==> config.mk <==
export PLATFORM = sky130hd
export DESIGN_NAME = axis_bram_job_scheduler
export DESIGN_NICKNAME = d
export VERILOG_FILES = /design/src/rtl/axis_bram_adapter_pkg.sv /design/src/rtl/axis_bram_rr_arb2.sv /design/src/rtl/axis_bram_job_scheduler.sv
export SDC_FILE = /design/constraint.sdc
export NUM_CORES = 1
export LEC_CHECK = 0
export BUFFER_PORTS_ARGS = -buffer_cell sky130_fd_sc_hd__buf_2
export CAP_MARGIN = 20
export CELL_PAD_IN_SITES_DETAIL_PLACEMENT = 1
export CELL_PAD_IN_SITES_GLOBAL_PLACEMENT = 2
export CORE_MARGIN = 3
export CORE_UTILIZATION = 33
export CTS_BUF_LIST = sky130_fd_sc_hd__clkbuf_4
export DETAILED_ROUTE_END_ITERATION = 6
export GPL_TIMING_DRIVEN = 0
export HOLD_SLACK_MARGIN = 0.12
export PLACE_DENSITY = 0.82
export SLEW_MARGIN = 40
export SYNTH_ARGS = -nofsm -noshare
export SYNTH_HDL_FRONTEND = slang
export SYNTH_HIERARCHICAL = 1
export SYNTH_SLANG_ARGS = --single-unit
export TNS_END_PERCENT = 1
==> constraint.sdc <==
create_clock -name clk -period 7.2 [get_ports clk]
set_input_delay 2.16 -clock clk [delete_from_list [all_inputs] [get_ports clk]]
set_output_delay 2.16 -clock clk [all_outputs]
set_load 0.02 [all_outputs]
==> src/rtl/axis_bram_adapter_pkg.sv <==
// Shared definitions for the AXIS<->BRAM adapter scheduler: default sizes, FSM encoding, counter widths.
// No timing or flow control of its own; consumed by the scheduler and its arbiter.
package axis_bram_adapter_pkg;

   localparam int BRAM_AW_DEF    = 12;
   localparam int TURNAROUND_DEF = 2;
   localparam int TIMEOUT_DEF    = 4096;

   typedef enum logic [1:0] {
      ST_IDLE = 2'd0,
      ST_TURN = 2'd1,
      ST_RUN  = 2'd2,
      ST_DONE = 2'd3
   } sched_state_t;

   // Width able to hold 0..n-1, never narrower than one bit.
   function automatic int cnt_width(input int n);
      return (n <= 2) ? 1 : $clog2(n);
   endfunction

endpackage

==> src/rtl/axis_bram_rr_arb2.sv <==
// Two-way round-robin pick: a lone requester wins, a tie goes to the one that was not granted last.
// Purely combinational (zero latency); the caller owns the pointer and decides when a grant is taken.
module axis_bram_rr_arb2 (
   input  logic [1:0] valid,
   input  logic       ptr,
   output logic       gnt_id,
   output logic       gnt_vld
);

   always_comb begin
      gnt_vld = |valid;
      gnt_id  = 1'b0;
      case (valid)
         2'b01:   gnt_id = 1'b0;
         2'b10:   gnt_id = 1'b1;
         2'b11:   gnt_id = ~ptr;
         default: gnt_id = 1'b0;
      endcase
   end

endmodule

==> src/rtl/axis_bram_job_scheduler.sv <==
// Shares one AXIS<->BRAM adapter between two requesters, one job at a time, with watchdog abort.
// Latency: grant at the IDLE edge, req_ready next cycle, adapter released TURNAROUND_CYCLES later; req_valid only sampled in IDLE.
module axis_bram_job_scheduler
   import axis_bram_adapter_pkg::*;
#(
   parameter int BRAM_ADDR_LENGTH  = BRAM_AW_DEF,
   parameter int TURNAROUND_CYCLES = TURNAROUND_DEF,
   parameter int TIMEOUT_CYCLES    = TIMEOUT_DEF
) (
   input  logic                            clk,
   input  logic                            rstn,
   input  logic [1:0]                      req_valid,
   input  logic [1:0]                      req_rw,
   input  logic [2*BRAM_ADDR_LENGTH-1:0]   req_start_index,
   input  logic [2*BRAM_ADDR_LENGTH-1:0]   req_bound_index,
   output logic [1:0]                      req_ready,
   output logic [1:0]                      done_valid,
   output logic [1:0]                      done_err,
   output logic                            adp_rstn,
   output logic                            adp_rw,
   output logic [BRAM_ADDR_LENGTH-1:0]     adp_start_index,
   output logic [BRAM_ADDR_LENGTH-1:0]     adp_bound_index,
   input  logic                            adp_row_strobe,
   output logic                            busy,
   output logic                            grant_id
);

   localparam int AW     = BRAM_ADDR_LENGTH;
   localparam int ROW_W  = AW + 1;
   localparam int TURN_W = cnt_width(TURNAROUND_CYCLES);
   localparam int WD_W   = cnt_width(TIMEOUT_CYCLES);
   localparam logic [TURN_W-1:0] TURN_LAST = TURN_W'(TURNAROUND_CYCLES - 1);
   // Compared before the increment, so the abort fires on the cycle the watchdog would reach TIMEOUT_CYCLES-1.
   localparam logic [WD_W-1:0]   WD_LAST   = WD_W'(TIMEOUT_CYCLES - 2);

   sched_state_t      state;
   logic              rr_ptr;
   logic              arb_id;
   logic              arb_vld;
   logic [AW-1:0]     sel_start;
   logic [AW-1:0]     sel_bound;
   logic              sel_rw;
   logic [ROW_W-1:0]  sel_rows;
   logic [ROW_W-1:0]  rows;
   logic [ROW_W-1:0]  row_cnt;
   logic [ROW_W-1:0]  row_nxt;
   logic [TURN_W-1:0] turn_cnt;
   logic [WD_W-1:0]   wd;

   axis_bram_rr_arb2 u_arb (
      .valid   (req_valid),
      .ptr     (rr_ptr),
      .gnt_id  (arb_id),
      .gnt_vld (arb_vld)
   );

   assign sel_start = arb_id ? req_start_index[2*AW-1:AW] : req_start_index[AW-1:0];
   assign sel_bound = arb_id ? req_bound_index[2*AW-1:AW] : req_bound_index[AW-1:0];
   assign sel_rw    = arb_id ? req_rw[1] : req_rw[0];
   // bound == start-1 wraps the AW-bit difference to all-ones, giving the full 2^AW rows.
   assign sel_rows  = {1'b0, sel_bound - sel_start} + ROW_W'(1);
   assign row_nxt   = row_cnt + ROW_W'(1);

   always_ff @(posedge clk) begin
      if (!rstn) begin
         state           <= ST_IDLE;
         rr_ptr          <= 1'b1;
         grant_id        <= 1'b0;
         req_ready       <= '0;
         done_valid      <= '0;
         done_err        <= '0;
         adp_rstn        <= 1'b0;
         adp_rw          <= 1'b0;
         adp_start_index <= '0;
         adp_bound_index <= '0;
         busy            <= 1'b0;
         rows            <= '0;
         row_cnt         <= '0;
         turn_cnt        <= '0;
         wd              <= '0;
      end else begin
         req_ready  <= '0;
         done_valid <= '0;
         done_err   <= '0;
         unique case (state)
            ST_IDLE: begin
               if (arb_vld) begin
                  state             <= ST_TURN;
                  busy              <= 1'b1;
                  grant_id          <= arb_id;
                  rr_ptr            <= arb_id;
                  req_ready[arb_id] <= 1'b1;
                  adp_rw            <= sel_rw;
                  adp_start_index   <= sel_start;
                  adp_bound_index   <= sel_bound;
                  rows              <= sel_rows;
                  row_cnt           <= '0;
                  turn_cnt          <= '0;
                  wd                <= '0;
               end
            end
            ST_TURN: begin
               if (turn_cnt == TURN_LAST) begin
                  state    <= ST_RUN;
                  adp_rstn <= 1'b1;
               end else begin
                  turn_cnt <= turn_cnt + TURN_W'(1);
               end
            end
            ST_RUN: begin
               if (adp_row_strobe) begin
                  row_cnt <= row_nxt;
                  wd      <= '0;
                  if (row_nxt == rows) begin
                     state                <= ST_DONE;
                     adp_rstn             <= 1'b0;
                     done_valid[grant_id] <= 1'b1;
                  end
               end else if (wd == WD_LAST) begin
                  state                <= ST_DONE;
                  adp_rstn             <= 1'b0;
                  done_valid[grant_id] <= 1'b1;
                  done_err[grant_id]   <= 1'b1;
               end else begin
                  wd <= wd + WD_W'(1);
               end
            end
            ST_DONE: begin
               state <= ST_IDLE;
               busy  <= 1'b0;
            end
            default: begin
               state <= ST_IDLE;
            end
         endcase
      end
   end

endmodule

==> reports/metrics.yaml <==
floorplan:
  fp.dieW_um: 118
  design.core.area_um2: 12200
  fp.dieH_um: 118
  rows: 40
  io_pins: 89
  start_util_pct: 34.2
  dieArea_um2: 14000
logic_synthesis:
  async_reset_ff_share_pct: 0
  ys_seq_area_share_pct: 36.5
  synth_edf_count: 0
  synth_area_per_cell_um2: 8.67
  yosys_warnings: 6
  syn-cell-area_um2: 4160
  synthTopCellsByArea: "dfxtp_1, ha_1, o21ai_0"
  yosysTopAreaCell: "dfxtp_1"
  synth_fp_nets: 555
  synth_cell_types: 52
  ys.flop_type: "dfxtp_1"
  synth_top_area_share_pct: 36.5
  ys_seq_elements: 76
  syn_inst: 480
critical_path:
  cp_slowest_cell: "clkbuf_1"
  ff2ff_path_depth: 14
  rrSetupSlack_ps: 2070
  cp_data_required_time_ps: 7550
  arrival_ps: 6950
  r2r-start: "rr_ptr$_SDFFE_PN1P_"
  r2r-end: "rows[11]$_SDFFE_PN0P_"
  crit_type: "input port to flop"
  cp_max_fo: 10
  startpoint_type: "input port"
  startpoint: "req_valid[1]"
  endpoint_kind: "flop"
  critPathMostFrequentCell: "clkbuf_1"
  cp-endpoint: "rows[11]$_SDFFE_PN0P_"
  crit_chain: "buf_2 > a21boi_1 > clkbuf_1 > clkbuf_1 > mux2i_1 > ha_1 > inv_1 > fa_1 > a21o_1 > a221oi_1 > o21ai_0 > xnor2_1 > or4_4 > or4_1 > a32o_1"
  critPathMaxStageDelay_ps: 560
global_route:
  grt_overflow: 0
  grt_pass1_vias: 3981
  antenna_found_initial: 0
  grt_pass1_wl_mm: 19.2
  grt.total_usage_pct: 17.0
  grt_max_degree: 14
detailed_routing:
  wl_per_cell_um: 15.7
  dr.first_iter.drc_count: 92
  avgViaCountPerCell: 5.11
  drcViolationCount: 0
  wl_mm: 11.8
  ant_nets: 0
  vias: 3842
  drt_first_pass_iters: 4
sta:
  hold_viol: 0
  max_freq_ghz: 0.152
  setup_viol: 0
  fin_crit_sh_pct: 91.7
  report.final.slew_viol_count: 0
  fin_setup_tns_ps: 0
  tightest_slew_ps: 713
  period_needed_ps: 6600
  finalClockSkew_ps: 13.4
  grt_setup_unrepaired: "false"
  slew-limit-headroom_pct: 52.1
place:
  routabilityCongestion: 0.791
  io_buffers: 88
  dpl.hpwl_mm: 9.20
  place_inst: 736
clock_tree:
  cts_setup_buffers: 0
  post_cts_resized: 0
  cts_num_sinks: 76
  hold_buffers: 0
  clk_latency_ps: 450
  cts_tree: "done"
  path_clk_slew_ps: 120
  htree_levels: 3
  clk_path_buf_depth: 2
  clk_root_buffer_cell: "clkbuf_4"
  cts_made_buffers: 9
cells_and_area:
  n_antenna_cell: 0
  seqCellArea_um2: 1520
  multi_input_area_um2: 2510
  num-nets-final: 654
  stdcell_count: 752
  final_core_util_pct: 40.7
  area_delta_synth_final_pct: 18.9
  fillers: 1479
  final_layout_size_suffix_gt1_share_pct: 20.2
flow_run:
  max_cap_violations: 0
pwr:
  leakage_nw: 2.02
  powerDensity_nw_per_um2: 290
  ir_drop_mv: 0.104
run_status:
  status: "finished, final reports clean"
min_path:
  hp-class: "flop to flop"
## per-layer routing
layer | wire, um | share of wire, % | global-route usage, %
met1 | 5370 | 45 | 19.7
met2 | 5740 | 48 | 29.8
met3 | 525 | 4.4 | 4.45
met4 | 201 | 1.7 | 6.45
met5 | 0 | 0 | 0
## metrics by stage
step	setup WS [ps]	hold WS, ps	total power [mW]	instance area [um2]
after CTS	568	473	1.46	4950
after global placement	120	433	1.17	4810
after detailed placement	39.2	443	1.19	4810
final	600	464	1.44	4950
after floorplan	970	426	0.991	4160
after global routing	301	505	1.55	4950
## power breakdown
group / total [mW] / internal [mW] / switching, mW / leakage [nW]
Clock: 0.267 / 0.104 / 0.163 / 0.0710
Combinational: 0.614 / 0.230 / 0.383 / 1.33
Sequential: 0.556 / 0.499 / 0.0572 / 0.621
## cell usage after synthesis, drive strengths merged, types with 2 or more instances
cell type	count
a21boi	3
and2	6
nand4	13
nor2	25
a21o	5
or2	3
a22o	16
or4	3
nor2b	7
or3	4
o211ai	4
inv	14
xor2	21
a31oi	3
nor3	13
dfxtp	76
o31ai	6
mux2	11
ha	19
a2111oi	2
and3	4
clkbuf	21
nand3	13
and4	3
xnor2	25
o21ai	46
a32o	2
nand2b	2
nor4	4
mux2i	16
nand2	56
a21oi	18
a211o	2
## sequential cells by signal (all words and copies together) (netlist names)
| name | cells |
|---|---|
| adp_bound_index | 12 |
| wd | 12 |
| turn_cnt | 1 |
| rows | 13 |
| adp_start_index | 12 |
| adp_rw | 1 |
| row_cnt | 13 |
| req_ready | 2 |
| rr_ptr | 1 |
| state | 2 |
| adp_rstn | 1 |
| grant_id | 1 |
| done_valid | 2 |
| done_err | 2 |
| busy | 1 |
## worst min path at each step
stage	from	cells after the start	to	slack (ps)
2_1_floorplan	rr_ptr$_SDFFE_PN1P_	2	rr_ptr$_SDFFE_PN1P_	430
3_3_place_gp	rr_ptr$_SDFFE_PN1P_	2	rr_ptr$_SDFFE_PN1P_	430
3_5_place_dp	adp_start_index[11]$_SDFFE_PN0P_	2	adp_start_index[11]$_SDFFE_PN0P_	440
4_1_cts	adp_start_index[11]$_SDFFE_PN0P_	2	adp_start_index[11]$_SDFFE_PN0P_	470
5_1_grt	adp_start_index[11]$_SDFFE_PN0P_	2	adp_start_index[11]$_SDFFE_PN0P_	500
6_report	adp_start_index[11]$_SDFFE_PN0P_	2	adp_start_index[11]$_SDFFE_PN0P_	460
## kinds of logic (layout without fill, tap and decap cells)
| kind of cell | after synthesis | in the layout | synth area share [%] |
|---|---|---|---|
| compound gates | 116 | 116 | 18.3 |
| xor+xnor | 47 | 47 | 10.2 |
| fa+ha+maj | 20 | 20 | 6.19 |
| buf+inv | 35 | 139 | 3.16 |
| flops | 76 | 76 | 36.5 |
| mux | 27 | 27 | 6.82 |
| simple gates | 159 | 159 | 18.7 |
## worst max-delay path: cells and delay by family
family,cells,cell delay [ps]
compound gates,5,1390
fa+ha+maj,2,640
xor+xnor,1,210
mux,1,340
simple gates,2,1040
buf+inv,4,1160
## final cells by class
| type | instances | area share, % |
|---|---|---|
| Timing Repair Buffer | 88 | 8.90 |
| Inverter | 14 | 1.06 |
| Sequential cell | 76 | 30.7 |
| Clock buffer | 9 | 1.37 |
| Buffer | 21 | 1.59 |
| Multi-Input combinational cell | 369 | 50.7 |
| Tap cell | 168 | 4.25 |
| Clock inverter | 7 | 1.37 |
## layout by cell type (no fill, tap or decap), types with 3 or more instances in the layout
| cell | count |
|---|---|
| buf_2 | 88 |
| dfxtp_1 | 76 |
| nand2_1 | 56 |
| o21ai_0 | 44 |
| xnor2_1 | 25 |
| nor2_1 | 25 |
| clkbuf_1 | 21 |
| xor2_1 | 21 |
| ha_1 | 19 |
| a21oi_1 | 18 |
| mux2i_1 | 16 |
| a22o_1 | 16 |
| inv_1 | 14 |
| nand3_1 | 13 |
| nand4_1 | 13 |
| nor3_1 | 13 |
| mux2_2 | 11 |
| clkbuf_4 | 9 |
| nor2b_1 | 7 |
| and2_1 | 6 |
| o31ai_1 | 6 |
| a21o_1 | 5 |
| and3_1 | 4 |
| nor4_1 | 4 |
| or3_1 | 4 |
| o211ai_1 | 4 |
| and4_1 | 3 |
| a31oi_1 | 3 |
No activity file was read; power rests on OpenSTA's default activity.
